$ cat src/rtl/spi_pkg.sv
// spi_pkg: shared state/mode types and width helpers for the SPI master.
package spi_pkg;

   typedef enum logic [1:0] {
      IDLE  = 2'd0,
      SETUP = 2'd1,
      XFER  = 2'd2,
      HOLD  = 2'd3
   } spi_state_t;

   typedef struct packed {
      logic cpol;
      logic cpha;
   } spi_mode_t;

   // Width of the slave-select index; never narrower than one bit.
   function automatic int sel_width(input int num_ss);
      if (num_ss > 32'sd1) begin
         return $clog2(num_ss);
      end else begin
         return 32'sd1;
      end
   endfunction

   // Edge counter holds 0..2*data_w without wrapping inside a frame.
   function automatic int edge_cnt_width(input int data_w);
      return $clog2(32'sd2 * data_w) + 32'sd1;
   endfunction

endpackage

$ cat src/rtl/spi_clk_gen.sv
// spi_clk_gen: half-period counter and SCLK toggle. While enabled it emits a
// tick every div+1 cycles; with edge_en set the tick also toggles SCLK and is
// reported as a leading or trailing edge relative to the idle level.
module spi_clk_gen #(
   parameter int DIV_W = 8
) (
   input  logic             clk,
   input  logic             rst_n,
   input  logic             en,
   input  logic             edge_en,
   input  logic             idle_lvl,
   input  logic [DIV_W-1:0] div,
   output logic             sclk,
   output logic             tick,
   output logic             lead_stb,
   output logic             trail_stb
);

   logic [DIV_W-1:0] cnt_r;
   logic             sclk_r;
   logic             tick_s;
   logic             toggle_s;

   assign tick_s    = en && (cnt_r == div);
   assign toggle_s  = tick_s && edge_en;
   assign tick      = tick_s;
   assign sclk      = sclk_r;
   assign lead_stb  = toggle_s && (sclk_r == idle_lvl);
   assign trail_stb = toggle_s && (sclk_r != idle_lvl);

   // Half-period counter: restarts on every tick and while disabled.
   always_ff @(posedge clk) begin
      if (!rst_n) begin
         cnt_r <= '0;
      end else if (!en || tick_s) begin
         cnt_r <= '0;
      end else begin
         cnt_r <= cnt_r + DIV_W'(1'b1);
      end
   end

   // SCLK register: parks at the idle level when disabled, toggles on edges.
   always_ff @(posedge clk) begin
      if (!rst_n) begin
         sclk_r <= 1'b0;
      end else if (!en) begin
         sclk_r <= idle_lvl;
      end else if (toggle_s) begin
         sclk_r <= ~sclk_r;
      end else begin
         sclk_r <= sclk_r;
      end
   end

endmodule

$ cat src/rtl/spi_master_cfg.sv
// spi_master_cfg: SPI master, MSB-first, runtime CPOL/CPHA, SCLK divider and
// one-hot active-low slave selects. One frame per accepted start pulse.
// Build option: define SPI_LOOPBACK_EN to add a 'loopback' input that makes
// the sampler capture the internal mosi instead of the miso pin.
module spi_master_cfg
   import spi_pkg::*;
#(
   parameter int DATA_W = 8,
   parameter int NUM_SS = 4,
   parameter int DIV_W  = 8,
   parameter int SEL_W  = sel_width(NUM_SS)
) (
   input  logic              clk,
   input  logic              rst_n,
   input  logic              start,
   input  logic [DATA_W-1:0] wdata,
   input  logic [SEL_W-1:0]  ss_sel,
   input  logic              cpol,
   input  logic              cpha,
   input  logic [DIV_W-1:0]  clk_div,
`ifdef SPI_LOOPBACK_EN
   input  logic              loopback,
`endif
   output logic              rdy,
   output logic [DATA_W-1:0] rdata,
   output logic              rx_valid,
   output logic              sclk,
   output logic              mosi,
   input  logic              miso,
   output logic [NUM_SS-1:0] ss_n
);

   localparam int                ECNT_W    = edge_cnt_width(DATA_W);
   localparam logic [ECNT_W-1:0] LAST_EDGE = ECNT_W'(32'd2 * DATA_W - 32'd1);
   localparam logic [SEL_W:0]    NUM_SS_C  = (SEL_W + 1)'(NUM_SS);

   spi_state_t        state_r, state_nxt_s;
   spi_mode_t         mode_r;
   logic [DIV_W-1:0]  div_r;
   logic [DATA_W-1:0] tx_r, rx_r, rdata_r;
   logic [ECNT_W-1:0] edge_cnt_r;
   logic [NUM_SS-1:0] ss_n_r, sel_mask_s;
   logic              rdy_r, rx_valid_r, mosi_r;
   logic              accept_s, done_s, en_s, edge_en_s, idle_lvl_s, sel_ok_s;
   logic              tick_s, lead_stb_s, trail_stb_s, any_edge_s, last_edge_s;
   logic              sample_stb_s, drive_stb_s, sample_bit_s;

`ifdef SPI_LOOPBACK_EN
   logic loopback_r;
   assign sample_bit_s = loopback_r ? mosi_r : miso;
`else
   assign sample_bit_s = miso;
`endif

   assign sel_ok_s     = ({1'b0, ss_sel} < NUM_SS_C);
   assign sel_mask_s   = NUM_SS'(1'b1) << ss_sel;
   assign en_s         = (state_r != IDLE);
   assign edge_en_s    = (state_r == SETUP) || (state_r == XFER);
   assign any_edge_s   = lead_stb_s || trail_stb_s;
   assign last_edge_s  = (edge_cnt_r == LAST_EDGE);
   assign sample_stb_s = mode_r.cpha ? trail_stb_s : lead_stb_s;
   assign drive_stb_s  = mode_r.cpha ? lead_stb_s  : trail_stb_s;

   assign rdy      = rdy_r;
   assign rdata    = rdata_r;
   assign rx_valid = rx_valid_r;
   assign mosi     = mosi_r;
   assign ss_n     = ss_n_r;

   spi_clk_gen #(.DIV_W(DIV_W)) u_clk_gen (
      .clk       (clk),
      .rst_n     (rst_n),
      .en        (en_s),
      .edge_en   (edge_en_s),
      .idle_lvl  (idle_lvl_s),
      .div       (div_r),
      .sclk      (sclk),
      .tick      (tick_s),
      .lead_stb  (lead_stb_s),
      .trail_stb (trail_stb_s)
   );

   // Idle SCLK level; an accepted frame's polarity applies from SETUP on.
   always_comb begin
      if (accept_s) begin
         idle_lvl_s = cpol;
      end else begin
         idle_lvl_s = mode_r.cpol;
      end
   end

   // FSM state register.
   always_ff @(posedge clk) begin
      if (!rst_n) begin
         state_r <= IDLE;
      end else begin
         state_r <= state_nxt_s;
      end
   end

   // Next-state decode plus accept/complete strobes.
   always_comb begin
      state_nxt_s = state_r;
      accept_s    = 1'b0;
      done_s      = 1'b0;
      case (state_r)
         IDLE: begin
            if (start && sel_ok_s) begin
               accept_s    = 1'b1;
               state_nxt_s = SETUP;
            end else begin
               state_nxt_s = IDLE;
            end
         end
         SETUP: begin
            if (lead_stb_s) begin
               state_nxt_s = XFER;
            end else begin
               state_nxt_s = SETUP;
            end
         end
         XFER: begin
            if (any_edge_s && last_edge_s) begin
               state_nxt_s = HOLD;
            end else begin
               state_nxt_s = XFER;
            end
         end
         HOLD: begin
            if (tick_s) begin
               done_s      = 1'b1;
               state_nxt_s = IDLE;
            end else begin
               state_nxt_s = HOLD;
            end
         end
         default: begin
            state_nxt_s = IDLE;
         end
      endcase
   end

   // Datapath: latch the request, shift on SCLK edges, publish on completion.
   always_ff @(posedge clk) begin
      if (!rst_n) begin
         mode_r     <= '0;
         div_r      <= '0;
         tx_r       <= '0;
         rx_r       <= '0;
         rdata_r    <= '0;
         edge_cnt_r <= '0;
         ss_n_r     <= '1;
         rdy_r      <= 1'b1;
         rx_valid_r <= 1'b0;
         mosi_r     <= 1'b0;
`ifdef SPI_LOOPBACK_EN
         loopback_r <= 1'b0;
`endif
      end else begin
         rdy_r      <= (state_nxt_s == IDLE);
         rx_valid_r <= 1'b0;
         if (accept_s) begin
            mode_r     <= '{cpol: cpol, cpha: cpha};
            div_r      <= clk_div;
            ss_n_r     <= ~sel_mask_s;
            rx_r       <= '0;
            edge_cnt_r <= '0;
`ifdef SPI_LOOPBACK_EN
            loopback_r <= loopback;
`endif
            // CPHA=0 presents the MSB during SETUP; CPHA=1 drives it on edge 0.
            if (cpha) begin
               tx_r <= wdata;
            end else begin
               tx_r   <= {wdata[DATA_W-2:0], 1'b0};
               mosi_r <= wdata[DATA_W-1];
            end
         end else if (done_s) begin
            ss_n_r     <= '1;
            rdata_r    <= rx_r;
            rx_valid_r <= 1'b1;
         end else begin
            if (drive_stb_s) begin
               mosi_r <= tx_r[DATA_W-1];
               tx_r   <= {tx_r[DATA_W-2:0], 1'b0};
            end
            if (sample_stb_s) begin
               rx_r <= {rx_r[DATA_W-2:0], sample_bit_s};
            end
            if (any_edge_s) begin
               edge_cnt_r <= edge_cnt_r + ECNT_W'(1'b1);
            end
         end
      end
   end

endmodule

$ cat config.mk
export PLATFORM = sky130hd
export DESIGN_NAME = spi_master_cfg
export DESIGN_NICKNAME = d
export VERILOG_FILES = /design/src/rtl/spi_pkg.sv /design/src/rtl/spi_clk_gen.sv /design/src/rtl/spi_master_cfg.sv
export SDC_FILE = /design/constraint.sdc
export NUM_CORES = 1
export LEC_CHECK = 0
export CAP_MARGIN = 10
export CORE_UTILIZATION = 35
export CTS_BUF_LIST = sky130_fd_sc_hd__clkbuf_8
export DETAILED_ROUTE_END_ITERATION = 8
export SKIP_LAST_GASP = 1
export SLEW_MARGIN = 40
export SYNTH_ARGS = -nofsm -noshare
export SYNTH_HDL_FRONTEND = slang
export SYNTH_SLANG_ARGS = --single-unit
$ cat constraint.sdc
create_clock -name clk -period 3 [get_ports clk]
set_clock_uncertainty 0.2 [all_clocks]
set_input_delay 0.6 -clock clk [delete_from_list [all_inputs] [get_ports clk]]
set_output_delay 0.6 -clock clk [all_outputs]
set_load 0.005 [all_outputs]
* Word level (Yosys, flattened, before mapping)
Cells that the tools add are included.
** Word-level totals
- Register bits after elaboration :: 57
- Bits of input ports :: 24
- Logic and storage cells :: 78
** Cells by class
- Add/subtract/negate cells :: 2
- Eq/ne operators :: 10
- Shift operators :: 1
- Multiplexer cells :: 25
- Bitwise operators :: 5
- Reductions and logical operators :: 21
** Operators by type and width (number)
- 8-bit two-way mux :: 4
- 1-bit two-way mux :: 16
- 8-bit by 1-bit adder with 8-bit output, second input constant :: 1
- 8-bit == test :: 1
- 4-bit two-way mux :: 2
- 2-bit one-hot mux with 4 select lines :: 1
- 2-bit AND reduction :: 4
- 2-bit != test, second input constant :: 3
- 2-bit nonzero test :: 3
- 5-bit by 1-bit adder with 5-bit output, second input constant :: 1
- 5-bit by 4-bit == test with 1-bit output, second input constant :: 1
- 1-bit logical AND :: 5
- 2-bit == test, second input constant :: 2
- 2-bit logical NOT :: 2
- 2-bit two-way mux :: 2
- 1-bit NOT :: 4
- 4-bit NOT :: 1
- 2-bit OR reduction :: 2
- 1-bit by 2-bit left shift with 4-bit output, first input constant :: 1
- 1-bit logical OR :: 3
- 3-bit AND reduction :: 1
- 2-bit by 1-bit == test with 1-bit output, second input constant :: 1
- 1-bit == test :: 1
- 1-bit logical NOT :: 1
- 1-bit != test :: 1

* Depth between registers and ports, before layout
Gate-level depths: netlist of run 1.
- Depth after elaboration :: 10
- Gate-level depth with buffers :: 8
- Depth with buffers taken out :: 7

* Modules after synthesis
A second synthesis of run 1 with hierarchy kept.
** Unflattened totals
- Cells, all modules :: 303
- Area, all modules :: 2672.6 µm²
** By module, submodules not included
- spi_master_cfg :: instances 1, cells an instance 250, area each 2197.1 µm²
- spi_clk_gen :: instances 1, cells an instance 53, area each 475.5 µm²

* Least setup slack after synthesis of run 1
OpenSTA, ideal clock, no wires.
- Path type :: flip-flop to flip-flop
- From :: register state_r[0]
- To :: register mosi_r, in the netlist mosi
- Arrival :: 1.857 ns
- Data required time :: 2.670 ns
- Slack :: 0.813 ns
- Cell stages (with the launch flop) :: 9
- Buffers on the path :: 1
- Path through :: dfxtp_1 > inv_1 > ha_1 > nand2_4 > mux2i_4 > xnor3_1 > buf_6 > a221oi_2 > a221oi_1
** Between the ends
- Word-level cells in the longest chain between the ends :: 8
** Ends and longest elaborated chain
- start, declared :: line spi_master_cfg.sv:37 : spi_state_t state_r, state_nxt_s;
- start signal, assigned :: line spi_master_cfg.sv:97 : state_r <= state_nxt_s;
- 2-bit logical NOT :: line spi_master_cfg.sv:106 : case (state_r)
- 1-bit two-way mux :: line spi_master_cfg.sv:106
- 1-bit two-way mux :: line spi_master_cfg.sv:85 : if (accept_s) begin
- 1-bit != test or 1-bit == test (tied branches) :: line spi_clk_gen.sv:29, spi_clk_gen.sv:28
- 1-bit logical AND, on equally long branches :: line spi_clk_gen.sv:29, spi_clk_gen.sv:28
- 1-bit two-way mux :: line spi_master_cfg.sv:62 : assign drive_stb_s = mode_r.cpha ? lead_stb_s : trail_stb_s;
- 2-bit nonzero test (no source line)
- 3-bit AND reduction (no source line)
- end signal, assigned :: line spi_master_cfg.sv:176 : mosi_r <= wdata[DATA_W-1];
- end signal, assigned :: line spi_master_cfg.sv:184 : mosi_r <= tx_r[DATA_W-1];
- end, declared :: line spi_master_cfg.sv:43 : logic rdy_r, rx_valid_r, mosi_r;
Several ways; a longest one is shown, not always the timed one.
A chain may end at the register's enable or synchronous reset.

* Worst setup path in the final report of run 1
- From :: register state_r[0]
- To :: register tx_r[4]
** Between the ends
- Word-level cells in the longest chain between the ends :: 8
** Ends and longest elaborated chain
- 2-bit logical NOT :: line spi_master_cfg.sv:106
- 1-bit two-way mux :: line spi_master_cfg.sv:106
- 1-bit two-way mux :: line spi_master_cfg.sv:85
- 1-bit != test or 1-bit == test (tied branches) :: line spi_clk_gen.sv:29, spi_clk_gen.sv:28
- 1-bit logical AND, on equally long branches :: line spi_clk_gen.sv:29, spi_clk_gen.sv:28
- 1-bit two-way mux :: line spi_master_cfg.sv:62
- 2-bit nonzero test (no source line)
- 2-bit AND reduction (no source line)
- end signal, assigned :: line spi_master_cfg.sv:173 : tx_r <= wdata;
- end signal, assigned :: line spi_master_cfg.sv:175 : tx_r <= {wdata[DATA_W-2:0], 1'b0};
- end signal, assigned :: line spi_master_cfg.sv:185 : tx_r <= {tx_r[DATA_W-2:0], 1'b0};
- end, declared :: line spi_master_cfg.sv:40 : logic [DATA_W-1:0] tx_r, rx_r, rdata_r;
Several ways; a longest one is shown, not always the timed one.

==> reports/qor.yml, run 1 <==
logic_synthesis:
  synthFlopType: "dfxtp_1"
  synth_xor_area_share_pct: 6.800
  synth-compound-area-share_pct: 14.46
  synth_fa_ha_area_share_pct: 3.626
  synth_seq_cells: 57
  ys_types: 48
  synth_top_family_by_area: "simple AND/OR/NAND/NOR gates"
  synthArstFlopShare_pct: 0
  synthSimpleGateAreaFrac_pct: 20.90
  synthMuxAreaShare_pct: 8.794
  synthCells: 304
  ys_seq_area_share_pct: 41.34
  synth_edf_count: 0
  syn_area_per_cell_um2: 9.079
  syn-num-nets: 336
  synth_warnings: 0
  syn_area_um2: 2760
timing:
  drv_slew: 0
  finalCritPeriodShare_pct: 82.67
  slew_headroom_pct: 63.01
  min_period_ns: 2.480
  tns_ns: 0
  final_hold_viol_count: 0
  worstMarginPinSlew_ns: 0.5532
  setup_viol: 0
  max_freq_ghz: 0.4032
  rsz0062_at_grt: "no"
power:
  seqPwrFrac_pct: 40.7
  switchingPower_mw: 0.5015
  clkPwrFrac_pct: 44.3
  ir_worst_vdd_mv: 0.2675
  comb_power_share_pct: 15.0
  internal_power_mw: 1.490
  p_sw_share_pct: 25.19
  p_per_area_nw_per_um2: 569.7
  p_leak_nw: 1.391
clock_network:
  clk_latency_ns: 0.34
  cts_setup_buffers: 0
  holdBufCountCts: 0
  cts.clk_slew.worst_paths_ns: 0.06
  post_cts_resized: 0
  cts_num_sinks: 57
  cts_buffers: 9
  root_buffer: "clkbuf_8"
  cts_buffer_depth: 2
  cts_tree: "yes"
  htreeDepth: 3
finish:
  final-seq-area_um2: 1141
  finalInstanceArea_um2: 3495
  multi_input_area_um2: 1506
  layout_commonest_cell: "dfxtp_1"
  mostFrequentLayoutCells: "57 x dfxtp_1, 41 x nand2_1, 39 x clkdlybuf4s50_1"
  fill_cells: 781
  num_antenna_cells: 0
  syn_to_final_growth_pct: 26.61
  fin_nets: 376
  drive_above_1_share_pct: 10.32
setup_path:
  cp.arrival_ns: 2.50
  cp.depth: 6
  ff2ff_path_depth: 6
  path_delay_family: "simple AND/OR/NAND/NOR gates"
  path_class: "flip-flop to flip-flop"
  cp_data_required_time_ns: 3.02
  cp_max_fo: 11
  critPathLaunchType: "flip-flop"
  crit_chain: "inv_1 > ha_1 > nor3_4 > and4_1 > a21oi_4 > mux2i_1"
  slowest_stage: "and4_1"
  crit_path_end_kind: "flip-flop"
  critPathMaxStageDelay_ns: 0.59
  path_buf_inv: 1
route:
  drt-initial-drc-count: 94
  antenna_left: 0
  wire_per_inst_um: 13.26
  drt-vias-per-instance: 4.949
  drt_first_pass_iters: 4
  finalWirelength_mm: 5.979
  drc: 0
  vias: 2232
floorplan:
  die_area_um2: 8246
  chipWidth_um: 90.81
  core.rowCount: 32
  io_pins: 40
  core_area_um2: 7687
  start_util_pct: 35.90
  die_h_um: 90.81
placement:
  dpl-instance-area_um2: 3252
  gp_congestion: 0.7716
  port_buffers: 39
  post-dp-hpwl_mm: 4.080
flow_run:
  maxCapViolations: 0
global_route:
  grt_overflow: 0
  grt_use_total_pct: 15.70
  grt_pass1_wl_mm: 10.21
  grt_pass1_vias: 2173
  grt_antenna_before_repair: 0
  grt_max_degree: 31
worst_hold_path:
  holdCritPathClass: "flip-flop to flip-flop"
  min_path_cells: 2
status:
  status: "completed"
## through the flow
| stage | util, % | power, mW | worst slack, ns | hold WS [ns] | cells |
|---|---|---|---|---|---|
| floorplan | - | 1.027 | 0.8129 | 0.2318 | 304 |
| CTS | 45.46 | 2.007 | 0.5074 | 0.2573 | 451 |
| detailed placement | 42.30 | 1.124 | 0.3284 | 0.2483 | 435 |
| global route | 45.46 | 2.077 | 0.3583 | 0.2846 | 451 |
| finish | 45.46 | 1.991 | 0.5200 | 0.2527 | 451 |
| global placement | 42.30 | 1.118 | 0.3662 | 0.2384 | 435 |
## metal layers
metal / GRT usage (%) / vias up / wire length [um]
met5: 0 / - / 0
met4: 6.614 / 0 / 91
met3: 5.135 / 9 / 303
met2: 23.67 / 45 / 2612
met1: 20.49 / 1033 / 2972
li1: - / 1145 / -
## power groups by stage
stage	Combinational, mW	Clock (mW)	Sequential [mW]
2_1_floorplan	0.209	0	0.818
3_3_place_gp	0.294	0	0.824
3_5_place_dp	0.298	0	0.826
4_1_cts	0.299	0.898	0.809
5_1_grt	0.328	0.936	0.813
6_report	0.298	0.883	0.810
## worst paths after layout
kind / from / end / slack [ns]
hold / removal: edge_cnt_r[4]$_SDFFE_PP0P_ / edge_cnt_r[4]$_SDFFE_PP0P_ / 0.25
hold reg to reg: edge_cnt_r[4]$_SDFFE_PP0P_ / edge_cnt_r[4]$_SDFFE_PP0P_ / 0.25
setup / recovery: state_r[0]$_SDFF_PN0_ / tx_r[4]$_SDFFE_PN0P_ / 0.52
setup reg to reg: state_r[0]$_SDFF_PN0_ / tx_r[4]$_SDFFE_PN0P_ / 0.52
## cells in the mapped netlist (all sizes together), types with 5 or more instances
| master | number | area [um2] |
|---|---|---|
| dfxtp | 57 | 1141 |
| nand2 | 42 | 165.2 |
| a21oi | 25 | 136.4 |
| mux2i | 23 | 242.7 |
| nor2 | 21 | 78.83 |
| o21ai | 16 | 80.08 |
| nand3 | 14 | 70.07 |
| xor2 | 12 | 105.1 |
| clkbuf | 11 | 41.29 |
| ha | 8 | 100.1 |
| o211ai | 8 | 60.06 |
| buf | 7 | 45.03 |
| inv | 7 | 26.28 |
| and3 | 6 | 37.54 |
| nor2b | 6 | 37.54 |
| and4 | 5 | 43.79 |
| nor3 | 5 | 36.29 |
## flip-flops by register name, indices dropped and copies added, names as in the netlist
register         flops
tx_r                 8
rdata                8
edge_cnt_r           5
div_r                8
ss_n                 4
mosi                 1
mode_r               2
u_clk_gen.cnt_r      8
rdy                  1
u_clk_gen.sclk       1
rx_valid             1
state_r              2
rx_r                 8
## cell type report
| cell class | instances | share of cell area, % |
|---|---|---|
| inverter | 7 | 0.7519 |
| clock inverter | 6 | 3.008 |
| timing repair buffer | 47 | 12.89 |
| sequential | 57 | 32.65 |
| tap | 102 | 3.652 |
| clock buffer | 10 | 3.938 |
| multi-input combinational | 222 | 43.11 |
## worst register-to-register path, stage by stage, from the launching register on
cell	delay (ns)
dfxtp_1	0.36
inv_1	0.09
ha_1	0.32
nor3_4	0.45
and4_1	0.59
a21oi_4	0.20
mux2i_1	0.16
## cells by family (layout without fill, tap and decap cells)
group | count (synthesis) | count (layout)
AND/OR/NAND/NOR | 111 | 111
AO/OA/AOI/OAI | 62 | 62
flip-flops | 57 | 57
buffers and inverters | 25 | 70
multiplexers | 23 | 23
XOR/XNOR | 18 | 18
adder cells (fa/ha/maj) | 8 | 8
No activity file was read; power rests on OpenSTA's default activity.
==> inputs of run 2 (changes only) <==
==> constraint.sdc (replaced) <==
create_clock -name clk -period 2.3 [get_ports clk]
set_clock_uncertainty 0.2 [all_clocks]
set_input_delay 0.46 -clock clk [delete_from_list [all_inputs] [get_ports clk]]
set_output_delay 0.46 -clock clk [all_outputs]
set_load 0.005 [all_outputs]
==> run 2 against run 1 <==
  * Clock-buffer cell count rose by 1
  * Flip-flop and latch count did not move
  * Critical path type unchanged
  * Non-clock buffer count grew 14
  * Cell count up 2.2%
  * Wire length decreased by 2.4%
  * Global-route usage is 0.19 points lower
  * Critical endpoint is now mosi$_SDFFE_PN0P_
  * Worst hold slack hardly changed
  * First-iteration DRC count down 5.3%
  * Register-to-register slack lost 0.37 ns
==> reports/qor.yml, run 2 (same netlist as run 1, synthesis figures left out) <==
clock_network:
  post_cts_resized: 0  # unchanged
  cts.clk_slew.worst_paths_ns: 0.06  # about the same
  cts_num_sinks: 57  # unchanged
  cts_setup_buffers: 0  # unchanged
  root_buffer: "clkbuf_8"  # unchanged
  cts_tree: "yes"  # unchanged
  htreeDepth: 3  # unchanged
  cts_buffers: 9  # unchanged
  cts_buffer_depth: 2  # unchanged
  clk_latency_ns: 0.33  # was 0.34 ns
  holdBufCountCts: 0  # unchanged
status:
  status: "completed"  # unchanged
route:
  finalWirelength_mm: 5.833  # was 5.979 mm
  vias: 2275  # was 2232
  antenna_left: 0  # unchanged
  drt_first_pass_iters: 4  # unchanged
  drt-vias-per-instance: 4.935  # was 4.949
  drt-initial-drc-count: 89  # was 94
  wire_per_inst_um: 12.65  # was 13.26 um
  drc: 0  # unchanged
worst_hold_path:
  holdCritStartpoint: "edge_cnt_r[4]$_SDFFE_PP0P_"  # unchanged
  holdCritPathClass: "flip-flop to flip-flop"  # unchanged
  min_path_cells: 2  # unchanged
finish:
  multi_input_area_um2: 1509  # was 1506 um2
  fin_cells: 461  # was 451
  fill_cells: 740  # was 781
  fin_util_pct: 46.06  # was 45.46%
  num_antenna_cells: 0  # unchanged
  final-seq-area_um2: 1141  # unchanged
  layout_commonest_cell: "dfxtp_1"  # unchanged
  drive_above_1_share_pct: 13.09  # was 10.32%
  mostFrequentLayoutCells: "57 x dfxtp_1, 41 x nand2_1, 39 x clkdlybuf4s50_1"  # unchanged
  syn_to_final_growth_pct: 28.29  # was 26.61%
  fin_nets: 390  # was 376
setup_path:
  cp.arrival_ns: 2.16  # was 2.50 ns
  startpoint: "state_r[0]$_SDFF_PN0_"  # unchanged
  ff2ff_path_depth: 8  # was 6
  cp_max_fo: 4  # was 11
  path_class: "flip-flop to flip-flop"  # unchanged
  crit_path_end_kind: "flip-flop"  # unchanged
  critPathLaunchType: "flip-flop"  # unchanged
  cp_data_required_time_ns: 2.31  # was 3.02 ns
  rr_startpoint: "state_r[0]$_SDFF_PN0_"  # unchanged
floorplan:
  die_h_um: 90.81  # unchanged
  core_area_um2: 7687  # unchanged
  start_util_pct: 35.90  # unchanged
  die_area_um2: 8246  # unchanged
  core.rowCount: 32  # unchanged
  chipWidth_um: 90.81  # unchanged
  io_pins: 40  # unchanged
timing:
  max_freq_ghz: 0.4653  # was 0.4032 GHz
  slew_headroom_pct: 74.66  # was 63.01%
  finalCritPeriodShare_pct: 93.45  # was 82.67%
  drv_slew: 0  # unchanged
  tns_ns: 0  # unchanged
  final_hold_viol_count: 0  # unchanged
  setup_viol: 0  # unchanged
  rsz0062_at_grt: "no"  # unchanged
  min_period_ns: 2.149  # was 2.480 ns
  worstMarginPinSlew_ns: 0.3788  # was 0.5532 ns
placement:
  gp_congestion: 0.7504  # was 0.7716
  post-dp-hpwl_mm: 4.095  # was 4.080 mm
  port_buffers: 39  # unchanged
  dpl.cell_count: 449  # was 435
power:
  comb_power_share_pct: 19.6  # was 15.0%
  switchingPower_mw: 0.6121  # was 0.5015 mW
  clkPwrFrac_pct: 34.2  # was 44.3%
  p_sw_share_pct: 26.79  # was 25.19%
  p_per_area_nw_per_um2: 645.2  # was 569.7 nW/um2
  internal_power_mw: 1.673  # was 1.490 mW
  ir_worst_vdd_mv: 0.2856  # was 0.2675 mV
  seqPwrFrac_pct: 46.2  # was 40.7%
  p_leak_nw: 1.425  # was 1.391 nW
global_route:
  grt_pass1_vias: 2191  # was 2173
  grt_antenna_before_repair: 0  # unchanged
  grt_overflow: 0  # unchanged
  grt_pass1_wl_mm: 10.18  # was 10.21 mm
  grt_use_total_pct: 15.51  # was 15.70%
  grt_max_degree: 31  # unchanged
flow_run:
  maxCapViolations: 0  # unchanged
[run 2: cell count changes in the layout (fill, tap and decap cells not counted), sizes merged]
| cell | previous run | this run |
|---|---|---|
| buf | 8 | 22 |
| bufinv | 3 | 0 |
| clkbuf | 10 | 11 |
| clkinv | 3 | 1 |
[run 2: routing by layer]
| metal | vias up | track usage, % | wire (um) | share of wire (%) |
|---|---|---|---|---|
| met1 | 1051 | 20.61 | 2986 | 51 |
| met5 | - | 0 | 0 | 0 |
| li1 | 1174 | - | - | - |
| met3 | 9 | 3.367 | 206 | 3.5 |
| met4 | 0 | 7.143 | 110 | 1.9 |
| met2 | 41 | 23.93 | 2530 | 43 |
[run 2: worst paths after layout]
| check | to | slack [ns] |
|---|---|---|
| min | edge_cnt_r[4]$_SDFFE_PP0P_ | 0.25 |
| max | mosi$_SDFFE_PN0P_ | 0.15 |
| min reg2reg | edge_cnt_r[4]$_SDFFE_PP0P_ | 0.25 |
| max reg2reg | mosi$_SDFFE_PN0P_ | 0.15 |
[run 2: final cells by class]
type / instances / share of cell area [%]
Inverter: 7 / 0.7420
Multi-Input combinational cell: 222 / 42.61
Sequential cell: 57 / 32.23
Timing Repair Buffer: 61 / 16.40
Tap cell: 102 / 3.604
Clock inverter: 1 / 0.1413
Clock buffer: 11 / 4.276
[run 2: power groups by stage]
stage | clock network [mW] | logic [mW] | registers, mW
3_3_place_gp | 0 | 0.444 | 1.08
3_5_place_dp | 0 | 0.447 | 1.08
5_1_grt | 0.850 | 0.491 | 1.06
6_report | 0.782 | 0.448 | 1.05
2_1_floorplan | 0 | 0.272 | 1.07
4_1_cts | 0.809 | 0.449 | 1.05
[run 2: through the flow]
stage / hold WS (ns) / power, mW / area [um2] / setup slack [ns]
6_report: 0.2531 / 2.285 / 3541 / 0.1507
5_1_grt: 0.2781 / 2.403 / 3541 / 0.02924
4_1_cts: 0.2541 / 2.312 / 3538 / 0.02662
3_5_place_dp: 0.2433 / 1.523 / 3382 / -0.1685
3_3_place_gp: 0.2377 / 1.520 / 3382 / -0.1716
2_1_floorplan: 0.2318 / 1.339 / 2760 / 0.1129
[run 2: critical path, cell delays in order (launching register included)]
cell,delay (ns)
dfxtp_1,0.37
inv_1,0.10
ha_2,0.24
nand2_4,0.10
mux2i_4,0.24
xnor3_1,0.30
buf_4,0.17
a221oi_2,0.20
a221oi_1,0.11
==> patch 1: new RTL, settings of run 1 <==
Add a define of `SPI_LOOPBACK_EN`.
--- a/src/rtl/spi_master_cfg.sv
+++ b/src/rtl/spi_master_cfg.sv
@@ -2,6 +2,8 @@
 // one-hot active-low slave selects. One frame per accepted start pulse.
 // Build option: define SPI_LOOPBACK_EN to add a 'loopback' input that makes
 // the sampler capture the internal mosi instead of the miso pin.
+`define SPI_LOOPBACK_EN
+
 module spi_master_cfg
    import spi_pkg::*;
 #(
Ports: changed (added loopback); port bits go from 40 to 41. The function was not compared with the original's and may differ.
==> patch 1 against run 1 <==
Power shrank 2.1%; design area up 2.5%; critical path depth increased by 2; area after synthesis up 4.6%; worst setup slack gained 0.036 ns; routed wire length grew 4.9%; sequential cell count grew 1; largest cell class unchanged; largest power group unchanged.
==> patch 1: results (changes against run 1) <==
----------------------------------------------------
[Placed design]
  Number of placed instances with taps included ... 442 (+1.6%)
  Number of port buffers ... 40 (+2.6%)
  Global placer's final weighted congestion ... 0.8321 (+7.8%)
  Detailed placement HPWL ... 4129 um (+1.2%)

[Worst hold path]
  Worst hold path cell count ... 2 (unchanged)
  End of the worst hold path ... tx_r[4]
  Worst Hold Launch ... tx_r[4]
  Classification of the worst-slack hold path ... reg2reg

[Routing]
  Residual DRC ... 0 (unchanged)
  Routed vias ... 2319 (+3.9%)
  Number of vias per cell after detailed routing ... 5.063 (+2.3%)
  DR iter-0 viols ... 62 (-34%)
  Drt pass-1 iters ... 4 (unchanged)
  Final routed wirelength across all metal layers ... 6271 um (+4.9%)
  ANT nets after route ... 0 (unchanged)

[Global route]
  Initial antenna violation count ... 0 (unchanged)
  Pin count of the biggest net entering global routing ... 44 (+42%)
  Global-route wire length before repair ... 10820 um (+6.0%)
  GR Util All Layers ... 16.08% (+0.38 points)
  Number of global-route vias before repair ... 2299 (+5.8%)

[Synth]
  Post-synth cell types ... 50 (+4.2%)
  Post-Syn Nets ... 347 (+3.3%)
  Fraction of registers with async set or reset after synthesis ... 0% (unchanged)
  Sequential-to-total area share from yosys stat ... 40.21% (-1.1 points)
  Count of warnings emitted by yosys ... 0 (unchanged)
  Number of instances in the synthesized netlist ... 314 (+3.3%)
  Most numerous cell types in the synthesized netlist ... sky130_fd_sc_hd__dfxtp_1, sky130_fd_sc_hd__nand2_1, sky130_fd_sc_hd__mux2i_1
  Cell types with the largest area share after synthesis ... sky130_fd_sc_hd__dfxtp_1, sky130_fd_sc_hd__mux2i_1, sky130_fd_sc_hd__nand2_1

[Run status]
  Run status ... finished, final reports clean

[Critical path]
  Biggest fanout along the worst timing path ... 9 (-2)
  Slack of the worst reg-to-reg path ... 0.56 ns (+0.04 ns)
  Worst reg-to-reg path cell count ... 8 (+2)
  Crit path arrival time ... 2.46 ns (-0.04 ns)
  R2r startpoint ... state_r[0]
  Endpoint of the worst-slack reg-to-reg timing path ... mosi

[Cells and area]
  Layout cells sized above 1 ... 10.39% (+0.078 points)
  Layout filler cell count ... 817 (+4.6%)
  NumNets Final ... 384 (+2.1%)
  ANT cells ... 0 (unchanged)

[CTS]
  Number of buffers on the longest clock path ... 2 (unchanged)
  Clock transition at the registers of the reported paths ... approximately 0.07 ns
  Library cell used as clock root buffer ... sky130_fd_sc_hd__clkbuf_8
  Number of buffers added by the clock tree synthesis step ... 9 (unchanged)
  Clock latency on the worst-skew pair ... 0.34 ns (about the same)
  CTS-repair resized insts ... 0 (unchanged)
  H-tree depth ... 3 (unchanged)
  # Post-CTS Setup Buffers ... 0 (unchanged)

[STA]
  Post-route clock period utilization ... 81.46% (-1.2 points)
  Transition time at the pin with the least slew margin ... 0.6599 ns (+0.1068 ns)

[Power and ir drop]
  Maximum ir drop on the vdd rail ... 0.2266 mV (-15%)
  Static leakage ... 0.001356 uW (-2.5%)

----------------------------------------------------
## patch 1: how the worst max path moves through the flow
stage                                     to                from  slack, ns  depth (start not counted)
final                                   mosi          state_r[0]       0.56                          8
after global routing      u_clk_gen.cnt_r[2]  u_clk_gen.cnt_r[3]       0.38                          5
after CTS                               mosi          state_r[0]       0.56                          8
after detailed placement                mosi               start       0.26                          7
after global placement                  mosi               start       0.30                          7
after floorplan                         mosi          state_r[0]       0.83                          8
## patch 1: layout make-up
class / count / share of cell area [%]
well taps: 102 / 3.561
clock buffers: 10 / 3.841
inverters: 8 / 0.8380
clock inverters: 6 / 2.479
flip-flops and latches: 58 / 32.40
multi-input cells: 226 / 44.03
repair buffers: 48 / 12.85
## patch 1: where the power goes
group	switching, uW	internal (uW)
combinational	164	138
clock	334	491
sequential	23.5	800
total	521	1430
## patch 1: cell families after synthesis
family | after synthesis | share of synthesized area [%]
buf+inv | 30 | 5.156
mux | 24 | 8.492
fa+ha+maj | 8 | 3.466
simple gates | 113 | 20.88
xor+xnor | 18 | 6.499
compound gates | 63 | 15.30
flops | 58 | 40.21
## patch 1: stage by stage
stage	util [%]	setup WS [ns]	cell area, sq um	total power, uW	hold slack (ns)
final	45.66	0.5561	3583	1950	0.2611
after CTS	45.66	0.5610	3583	1973	0.2611
after detailed placement	42.78	0.2573	3357	1143	0.2513
after floorplan	-	0.8339	2888	1049	0.2318
after global routing	45.66	0.3751	3583	2045	0.2810
after global placement	42.78	0.3016	3357	1138	0.2377
## patch 1: worst max-delay path: stages (launching register included)
cell and delay [ns]:
sky130_fd_sc_hd__dfxtp_1 0.36, sky130_fd_sc_hd__inv_1 0.09, sky130_fd_sc_hd__ha_1 0.28, sky130_fd_sc_hd__nand2_1 0.14, sky130_fd_sc_hd__mux2i_2 0.38, sky130_fd_sc_hd__xnor3_1 0.35, sky130_fd_sc_hd__buf_4 0.20, sky130_fd_sc_hd__a221oi_2 0.20
sky130_fd_sc_hd__a221oi_1 0.12
## patch 1: layer usage
layer / wire [um] / global-route usage (%) / up-vias
met1: 3063 / 19.82 / 1091
met3: 273 / 5.255 / 4
met2: 2868 / 25.86 / 44
met5: 0 / 0 / -
met4: 65 / 6.154 / 0
li1: - / - / 1180
==> patch 2: new RTL, settings of run 1 <==
Without the edit above. Encoding of `spi_state_t`: now one-hot (4 bits for 4 states).
--- a/src/rtl/spi_pkg.sv
+++ b/src/rtl/spi_pkg.sv
@@ -1,11 +1,11 @@
 // spi_pkg: shared state/mode types and width helpers for the SPI master.
 package spi_pkg;
 
-   typedef enum logic [1:0] {
-      IDLE  = 2'd0,
-      SETUP = 2'd1,
-      XFER  = 2'd2,
-      HOLD  = 2'd3
+   typedef enum logic [3:0] {
+      IDLE  = 4'b0001,
+      SETUP = 4'b0010,
+      XFER  = 4'b0100,
+      HOLD  = 4'b1000
    } spi_state_t;
 
    typedef struct packed {
Check against the original RTL: same outputs for any inputs over 10 cycles, from zero or initial values and one cycle with rst_n low; not proved beyond that.
==> patch 2 against run 1 <==
Area after synthesis is 5.8% lower; design area shrank 4.1%; global-route usage rose by 0.063 points; power fell by 7.0%; synthesized cell count down 7.9%; sequential cell count increased by 2; routed wire length decreased by 9.1%; non-clock buffer count rose by 1; sequential power increased by 3.1%; worst setup slack gained 0.12 ns; cell count is 4.7% lower; hold slack gained 0.016 ns; largest cell class unchanged; largest power group is now registers.
==> patch 2: results (changes against run 1) <==
----------------------------------------------------
[Run status]
  Run status ... finished, final reports clean

[Global route]
  Pin count of the biggest net entering global routing ... 21 (-32%)
  Initial antenna violation count ... 0 (unchanged)
  Met2 Track Usage GR ... 23.64% (-0.038 points)
  Number of global-route vias before repair ... 2014 (-7.3%)
  Global routing usage on met1 ... 20.64% (+0.15 points)
  Met3 Use GR ... 5.317% (+0.18 points)
  Global-route wire length before repair ... 9328 um (-8.6%)
  GR Util All Layers ... 15.76% (+0.063 points)

[Placed design]
  Number of placed instances with taps included ... 414 (-4.8%)
  Global placer's final weighted congestion ... 0.7259 (-5.9%)
  Setup slack at placement ... 0.4015 ns (+0.07301 ns)
  Detailed placement HPWL ... 3807 um (-6.7%)
  Number of port buffers ... 39 (unchanged)
  Area after detailed placement ... 3126 sq um (-3.9%)

[Cells and area]
  Flip-flop and latch area ... 1181 sq um (+3.5%)
  Layout cells sized above 1 ... 12.08% (+1.8 points)
  Layout filler cell count ... 739 (-5.4%)
  Post-route non-filler standard cell count ... 430 (-4.7%)
  NumNets Final ... 353 (-6.1%)

[Synth]
  Cell types with the largest area share after synthesis ... sky130_fd_sc_hd__dfxtp_1, sky130_fd_sc_hd__mux2i_1, sky130_fd_sc_hd__nand2_1
  Post-Syn Nets ... 307 (-8.6%)
  Most numerous cell types in the synthesized netlist ... sky130_fd_sc_hd__dfxtp_1, sky130_fd_sc_hd__nand2_1, sky130_fd_sc_hd__nor2_1
  Post-synth cell types ... 41 (-15%)
  Fraction of registers with async set or reset after synthesis ... 0% (unchanged)
  Synth Area per Inst ... 9.290 sq um (+2.3%)
  Sequential-to-total area share from yosys stat ... 45.41% (+4.1 points)

[CTS]
  Clock transition at the registers of the reported paths ... 0.06 ns (about the same)
  Library cell used as clock root buffer ... sky130_fd_sc_hd__clkbuf_8

[Power and ir drop]
  Maximum ir drop on the vdd rail ... 0.2567 mV (-4.0%)
  Net switching fraction of the power ... 23.29% (-1.9 points)
  Seq pwr share ... 45.1% (+4.4 points)
  Cell Pwr Density ... 552.6 nW/um^2 (-3.0%)
  Clock Power ... 813 uW (-7.9%)
  Static leakage ... 0.001360 uW (-2.2%)

[Routing]
  DR iter-0 viols ... 49 (-48%)
  Detail Route met2 WL ... 2412 um (-7.7%)
  Number of vias per cell after detailed routing ... 4.767 (-3.7%)
  Met1 routed wirelength after detailed routing ... 2673 um (-10%)
  Routed wl met3 ... 263 um (-13%)
  Routed length per instance ... 12.64 um (-4.7%)

[STA]
  Transition time at the pin with the least slew margin ... 0.6730 ns (+0.1198 ns)
  Final critical delay including setup and external delays ... 2.357 ns (-0.1226 ns)

[Critical path]
  Biggest fanout along the worst timing path ... 8 (-3)
  Crit path arrival time ... 2.42 ns (-0.08 ns)
  Highest-delay cell along the critical path ... sky130_fd_sc_hd__nor4_2
  Crit-path max cell delay ... 0.62 ns (+0.03 ns)

----------------------------------------------------
==> patch 2: cell type report <==
cell class	instances	share of cell area, %
multi-input cells	203	40.09
inverters	5	0.5599
well taps	99	3.695
flip-flops and latches	59	35.24
clock inverters	5	2.240
clock buffers	11	4.517
repair buffers	48	13.66
==> patch 2: path summary, 6_finish.rpt <==
path / start / to / slack (ns) / cells past startpoint
worst max-delay path: u_clk_gen.cnt_r[0] / rx_r[6] / 0.64 / 5
worst min-delay path: edge_cnt_r[3] / edge_cnt_r[3] / 0.27 / 2
worst max register to register: u_clk_gen.cnt_r[0] / rx_r[6] / 0.64 / 5
worst min register to register: edge_cnt_r[3] / edge_cnt_r[3] / 0.27 / 2
==> patch 2: cell families (layout without fill, tap and decap cells) <==
family          after synthesis  count (layout)  synth area share, %
compound gates               47              47                11.45
xor+xnor                     19              19                6.397
fa+ha+maj                     3               3                1.443
buf+inv                      18              69                2.934
flops                        59              59                45.41
mux                          32              32                12.65
simple gates                102             102                19.72
